[src/rtl/al_entry_controller.sv]
// al_entry_controller
// Keypad-entry controller for the alarm clock. It consumes strobed keypad
// scancodes and drives the digit shift register, the alarm and time load
// strobes, and the alarm display select. It supports configurable digit
// count, an idle timeout that restarts on each digit, several alarm slots,
// a clear key, and switch-driven commits.
//
// Ports:
//   clk256        in   256 Hz system clock
//   reset         in   synchronous, active-high reset
//   one_second    in   one-cycle pulse per second
//   key[7:0]      in   scancode, qualified by key_valid
//   key_valid     in   one-cycle key strobe
//   set_alarm     in   level switch, rising edge commits entry to the alarm
//   set_time      in   level switch, rising edge commits entry to the time
//   shift         out  pulse per accepted digit
//   load_alarm    out  commit pulse for alarm slot alarm_sel
//   load_new_time out  commit pulse for the current time
//   show_alarm    out  level, display shows alarm slot alarm_sel
//   clear_entry   out  pulse, key register must zero
//   entry_active  out  high while an entry is in progress
//   alarm_sel     out  selected alarm slot
//   digit_count   out  digits accepted in the current entry
module al_entry_controller #(
    parameter int NUM_DIGITS   = 4,
    parameter int TIMEOUT_SECS = 10,
    parameter int NUM_ALARMS   = 1,
    localparam int SEL_W = (NUM_ALARMS > 1) ? $clog2(NUM_ALARMS) : 1,
    localparam int CNT_W = $clog2(NUM_DIGITS + 1)
) (
    input  logic             clk256,
    input  logic             reset,
    input  logic             one_second,
    input  logic [7:0]       key,
    input  logic             key_valid,
    input  logic             set_alarm,
    input  logic             set_time,
    output logic             shift,
    output logic             load_alarm,
    output logic             load_new_time,
    output logic             show_alarm,
    output logic             clear_entry,
    output logic             entry_active,
    output logic [SEL_W-1:0] alarm_sel,
    output logic [CNT_W-1:0] digit_count
);

    // PS/2 set-2 keypad scancodes
    localparam logic [7:0] KP_0            = 8'h70;
    localparam logic [7:0] KP_1            = 8'h69;
    localparam logic [7:0] KP_2            = 8'h72;
    localparam logic [7:0] KP_3            = 8'h7A;
    localparam logic [7:0] KP_4            = 8'h6B;
    localparam logic [7:0] KP_5            = 8'h73;
    localparam logic [7:0] KP_6            = 8'h74;
    localparam logic [7:0] KP_7            = 8'h6C;
    localparam logic [7:0] KP_8            = 8'h75;
    localparam logic [7:0] KP_9            = 8'h7D;
    localparam logic [7:0] KP_STAR         = 8'h7C;
    localparam logic [7:0] KP_MINUS        = 8'h7B;
    localparam logic [7:0] KP_PLUS         = 8'h79;
    localparam logic [7:0] KP_DOT          = 8'h71;
    localparam logic [7:0] KP_KEY_RELEASED = 8'hF0;

    localparam logic [1:0] ST_IDLE  = 2'd0;
    localparam logic [1:0] ST_ENTRY = 2'd1;
    localparam logic [1:0] ST_SHOW  = 2'd2;

    localparam logic [CNT_W-1:0] CNT_FULL = CNT_W'(NUM_DIGITS);
    localparam logic [7:0]       TMR_LOAD = 8'(TIMEOUT_SECS);
    localparam logic [SEL_W-1:0] SEL_LAST = SEL_W'(NUM_ALARMS - 1);

    logic [1:0]       state_q, state_d;
    logic [CNT_W-1:0] cnt_q, cnt_d;
    logic [7:0]       timer_q, timer_d;
    logic [SEL_W-1:0] sel_q, sel_d;
    logic             pend_q, pend_d;
    logic             set_alarm_q, set_time_q;
    logic             shift_q, shift_d;
    logic             load_alarm_q, load_alarm_d;
    logic             load_time_q, load_time_d;
    logic             show_q, show_d;
    logic             clear_q, clear_d;
    logic             active_q, active_d;

    logic key_act, is_digit, full, alarm_rise, time_rise, key_cmd;
    logic do_alarm, do_time;

    always_comb begin
        is_digit = 1'b0;
        case (key)
            KP_0, KP_1, KP_2, KP_3, KP_4,
            KP_5, KP_6, KP_7, KP_8, KP_9: is_digit = 1'b1;
            default:                      is_digit = 1'b0;
        endcase
    end

    assign alarm_rise = set_alarm & ~set_alarm_q;
    assign time_rise  = set_time & ~set_time_q;
    assign full       = (cnt_q == CNT_FULL);

    always_comb begin
        state_d      = state_q;
        cnt_d        = cnt_q;
        timer_d      = timer_q;
        sel_d        = sel_q;
        pend_d       = pend_q;
        shift_d      = 1'b0;
        load_alarm_d = 1'b0;
        load_time_d  = 1'b0;
        clear_d      = 1'b0;
        key_act      = 1'b0;

        // The code following a release prefix is swallowed; its only effect
        // is ending the alarm display.
        if (key_valid) begin
            if (pend_q) begin
                pend_d = 1'b0;
                if (state_q == ST_SHOW) state_d = ST_IDLE;
            end else if (key == KP_KEY_RELEASED) begin
                pend_d = 1'b1;
            end else begin
                key_act = 1'b1;
            end
        end

        // A commit key in this cycle masks any switch edge; set_alarm edge
        // beats set_time edge.
        key_cmd  = key_act & ((key == KP_STAR) | (key == KP_MINUS) | (key == KP_DOT));
        do_alarm = full & ((key_act & (key == KP_STAR)) | (~key_cmd & alarm_rise));
        do_time  = full & ((key_act & (key == KP_MINUS)) |
                           (~key_cmd & ~alarm_rise & time_rise));

        case (state_q)
            ST_IDLE: begin
                if (key_act & is_digit) begin
                    shift_d = 1'b1;
                    cnt_d   = CNT_W'(1);
                    timer_d = TMR_LOAD;
                    state_d = ST_ENTRY;
                end else if (key_act & (key == KP_STAR)) begin
                    state_d = ST_SHOW;
                end else if (key_act & (key == KP_PLUS)) begin
                    sel_d = (sel_q == SEL_LAST) ? '0 : sel_q + SEL_W'(1);
                end
            end
            ST_ENTRY: begin
                if (do_alarm | do_time) begin
                    load_alarm_d = do_alarm;
                    load_time_d  = do_time;
                    cnt_d        = '0;
                    timer_d      = '0;
                    state_d      = ST_IDLE;
                end else if (key_act & (key == KP_DOT)) begin
                    clear_d = 1'b1;
                    cnt_d   = '0;
                    timer_d = '0;
                    state_d = ST_IDLE;
                end else if (key_act & is_digit & ~full) begin
                    shift_d = 1'b1;
                    cnt_d   = cnt_q + CNT_W'(1);
                    timer_d = TMR_LOAD;
                end else if (one_second & ~key_valid & (timer_q != 8'd0)) begin
                    // Any key strobe in this cycle drops the tick.
                    timer_d = timer_q - 8'd1;
                    if (timer_q == 8'd1) begin
                        clear_d = 1'b1;
                        cnt_d   = '0;
                        state_d = ST_IDLE;
                    end
                end
            end
            default: ;  // ST_SHOW: left only via the swallowed release code
        endcase

        show_d   = (state_d == ST_SHOW);
        active_d = (state_d == ST_ENTRY);
    end

    always_ff @(posedge clk256) begin
        if (reset) begin
            state_q      <= ST_IDLE;
            cnt_q        <= '0;
            timer_q      <= '0;
            sel_q        <= '0;
            pend_q       <= 1'b0;
            set_alarm_q  <= 1'b0;
            set_time_q   <= 1'b0;
            shift_q      <= 1'b0;
            load_alarm_q <= 1'b0;
            load_time_q  <= 1'b0;
            show_q       <= 1'b0;
            clear_q      <= 1'b0;
            active_q     <= 1'b0;
        end else begin
            state_q      <= state_d;
            cnt_q        <= cnt_d;
            timer_q      <= timer_d;
            sel_q        <= sel_d;
            pend_q       <= pend_d;
            set_alarm_q  <= set_alarm;
            set_time_q   <= set_time;
            shift_q      <= shift_d;
            load_alarm_q <= load_alarm_d;
            load_time_q  <= load_time_d;
            show_q       <= show_d;
            clear_q      <= clear_d;
            active_q     <= active_d;
        end
    end

    assign shift         = shift_q;
    assign load_alarm    = load_alarm_q;
    assign load_new_time = load_time_q;
    assign show_alarm    = show_q;
    assign clear_entry   = clear_q;
    assign entry_active  = active_q;
    assign alarm_sel     = sel_q;
    assign digit_count   = cnt_q;

endmodule

[config.mk]
export PLATFORM = sky130hd
export DESIGN_NAME = al_entry_controller
export DESIGN_NICKNAME = d
export VERILOG_FILES = /design/src/rtl/al_entry_controller.sv
export SDC_FILE = /design/constraint.sdc
export NUM_CORES = 1
export LEC_CHECK = 0
export ABC_AREA = 1
export CAP_MARGIN = 25
export CORE_AREA = 2 2 78 80
export CTS_CLUSTER_DIAMETER = 80
export DETAILED_ROUTE_END_ITERATION = 10
export DIE_AREA = 0 0 80 82
export SYNTH_ARGS = -nofsm -noshare
export SYNTH_HDL_FRONTEND = slang
export SYNTH_SLANG_ARGS = --single-unit
export TNS_END_PERCENT = 30
[constraint.sdc]
create_clock -name clk256 -period 2.9 [get_ports clk256]
set_clock_uncertainty 0.2 [all_clocks]
set_input_delay 0.29 -clock clk256 [delete_from_list [all_inputs] [get_ports clk256]]
set_output_delay 0.29 -clock clk256 [all_outputs]
set_load 0.01 [all_outputs]
==> flow_metrics.tcl <==
set metrics [dict create \
    outcome "finished, final reports clean" \
    clk_path_buf_depth 2 \
    worstSkewPairLatency_ps 260 \
    period_share 0.796 \
    cts_tree "built" \
    nNetsFinal 255 \
    post_cts_resized 0 \
    post-synth-top-area-fraction 0.321 \
    synth-seq-cells 22 \
    yosys-top-cells-count "nand2_1, nor2_1, inv_1" \
    cts_setup_buffers 0 \
    die_h_um 82 \
    area_delta_synth_final_pct 26.9 \
    reg2reg_slack_ps 850 \
    placementRows 28 \
    synthFlopType "dfxtp_1" \
    antenna_left 0 \
    place.gp.congestion 0.763 \
    final_max_slew_viol_count 0 \
    drtIter0Drc 48 \
    htreeDepth 1 \
    hold_slack_ps 312 \
    max_stage_delay_ps 540 \
    cp_data_required_time_ps 2890 \
    dieArea_mm2 0.00656 \
    start_kind "primary input" \
    total_power_mw 0.640 \
    final_area_mm2 0.00174 \
    top_register "timer_q" \
    worst-path-buf-inv 3 \
    synth_edf_count 0 \
    fmax_ghz 0.433 \
    holdBufCountCts 0 \
    die_w_um 80 \
    largest_reg_flops 8 \
    hold_depth 2 \
    cp_num_cells 11 \
    drc_errors 0 \
    setup_ws_ps 592 \
    start_util 0.239 \
    first_pass_iters 4 \
    worst_path_dominant_cell_family "simple AND/OR/NAND/NOR gates" \
    core_area_mm2 0.00575 \
    dp_hpwl_um 2340 \
    place_inst 306 \
    drive_gt1_frac 0.106 \
    syn_area_mm2 0.00137 \
    synth.most_common_cell "nand2_1" \
    worstSetupPathType "primary input to flop" \
    setup_violations 0 \
    yosysWarnings 0 \
    synth_top_cell_by_area "dfxtp_1" \
    grt_antenna_before_repair 0 \
    drv_cap 0 \
    placed_cell_area_mm2 0.00169 \
    tns_ps 0 \
    vdd_ir_drop_max_mv 0.238 \
    routed_wl_um 2890 \
    pin_count 24 \
    io_buffers 22 \
    async_flop_share 0 \
    grt_overflow 0 \
    ys_types 29 \
    grtUsageTotal 0.0981 \
    finalCoreUtilization 0.303 \
    p_leak_nw 0.785 \
    hold_path_class "flop to flop" \
    viasPerCell 4.12 \
    num_vias 1276 \
    synthCells 209 \
    path_max_fanout 7 \
    syn_nets 228 \
    grt_setup_unrepaired "no" \
    clock_tree.root_cell "clkbuf_8" \
    ys_seq_area_frac 0.321 \
    grt_pass1_wl_um 5240 \
    fill_cells 642 \
    synth_area_leaders "dfxtp_1, nand2_1, nor2_1" \
    cp_slowest_cell "clkdlybuf4s50_1" \
    grt_max_degree 13 \
    hold_violations 0 \
    cts_buffers 3 \
    arrival_ps 2300 \
    dpl_worst_slack_ps 312 \
    worstPathCellList "clkdlybuf4s50_1 -> inv_2 -> o21ai_0 -> nand2_1 -> nand4_1 -> nand2_1 -> nand3_1 -> inv_1 -> nor3_2 -> nand3_1 -> a21oi_1" \
    endpoint_kind "flop" \
    min_period_ps 2310 \
    avgRoutedWirePerCell_um 9.32 \
    powerDensity_mw_per_mm2 368 \
    cts.sinks 22 \
    path_clk_slew_ps 70 \
    final_cells 310 \
    synth.avg_cell_area_um2 6.57 \
    n_antenna_cell 0 \
    rr_worst_depth 9 \
    grt_pass1_vias 1248 \
]
-- layout make-up --
type,instances,area [um^2],share of cell area
multi-input combinational,159,823,0.473
clock buffer,4,55.1,0.0316
sequential,22,440,0.253
tap,75,93.8,0.0539
inverter,27,101,0.0582
timing repair buffer,23,228,0.131
-- worst min-delay path: cells and delay by family, from the launching register on --
family,cells,cell delay (ps)
DFF,1,320
and+or+nand+nor,2,150
-- placed cells by master (no fill, tap or decap), drive strengths merged, types with 2 or more instances in the layout --
| cell type | instances |
|---|---|
| nor2 | 42 |
| nand3 | 14 |
| nor3 | 7 |
| ha | 5 |
| clkbuf | 4 |
| a21oi | 11 |
| o21ai | 5 |
| clkdlybuf4s50 | 22 |
| inv | 26 |
| xor2 | 5 |
| o211ai | 2 |
| nand2 | 56 |
| or2 | 2 |
| dfxtp | 22 |
| nand4 | 3 |
-- report_power, final --
part	leakage [nW]	internal, mW	switching (mW)
Sequential	0.178	0.309	0.00532
Combinational	0.578	0.0475	0.0584
Clock	0.0288	0.121	0.0989
Total	0.785	0.478	0.163
-- routing by layer --
layer / part of all wire / vias up / GRT usage
li1: - / 707 / -
met1: 0.52 / 548 / 0.128
met3: 0.042 / 2 / 0.0286
met5: 0 / - / 0
met4: 0.0042 / 0 / 0.0153
met2: 0.44 / 19 / 0.163
-- logic make-up after synthesis --
| family | Yosys count | share of synthesized area |
|---|---|---|
| compound gates | 19 | 0.0830 |
| xor+xnor | 6 | 0.0383 |
| fa+ha+maj | 5 | 0.0456 |
| buf+inv | 28 | 0.0793 |
| flops | 22 | 0.321 |
| other cells | 1 | 0.00273 |
| simple gates | 128 | 0.430 |
-- path summary, 6_finish.rpt --
check / start / end
max: key[0] / timer_q[6]
min: pend_q / pend_q
max reg2reg: timer_q[4] / timer_q[5]
min reg2reg: pend_q / pend_q
(Power assumes the default switching activity.)
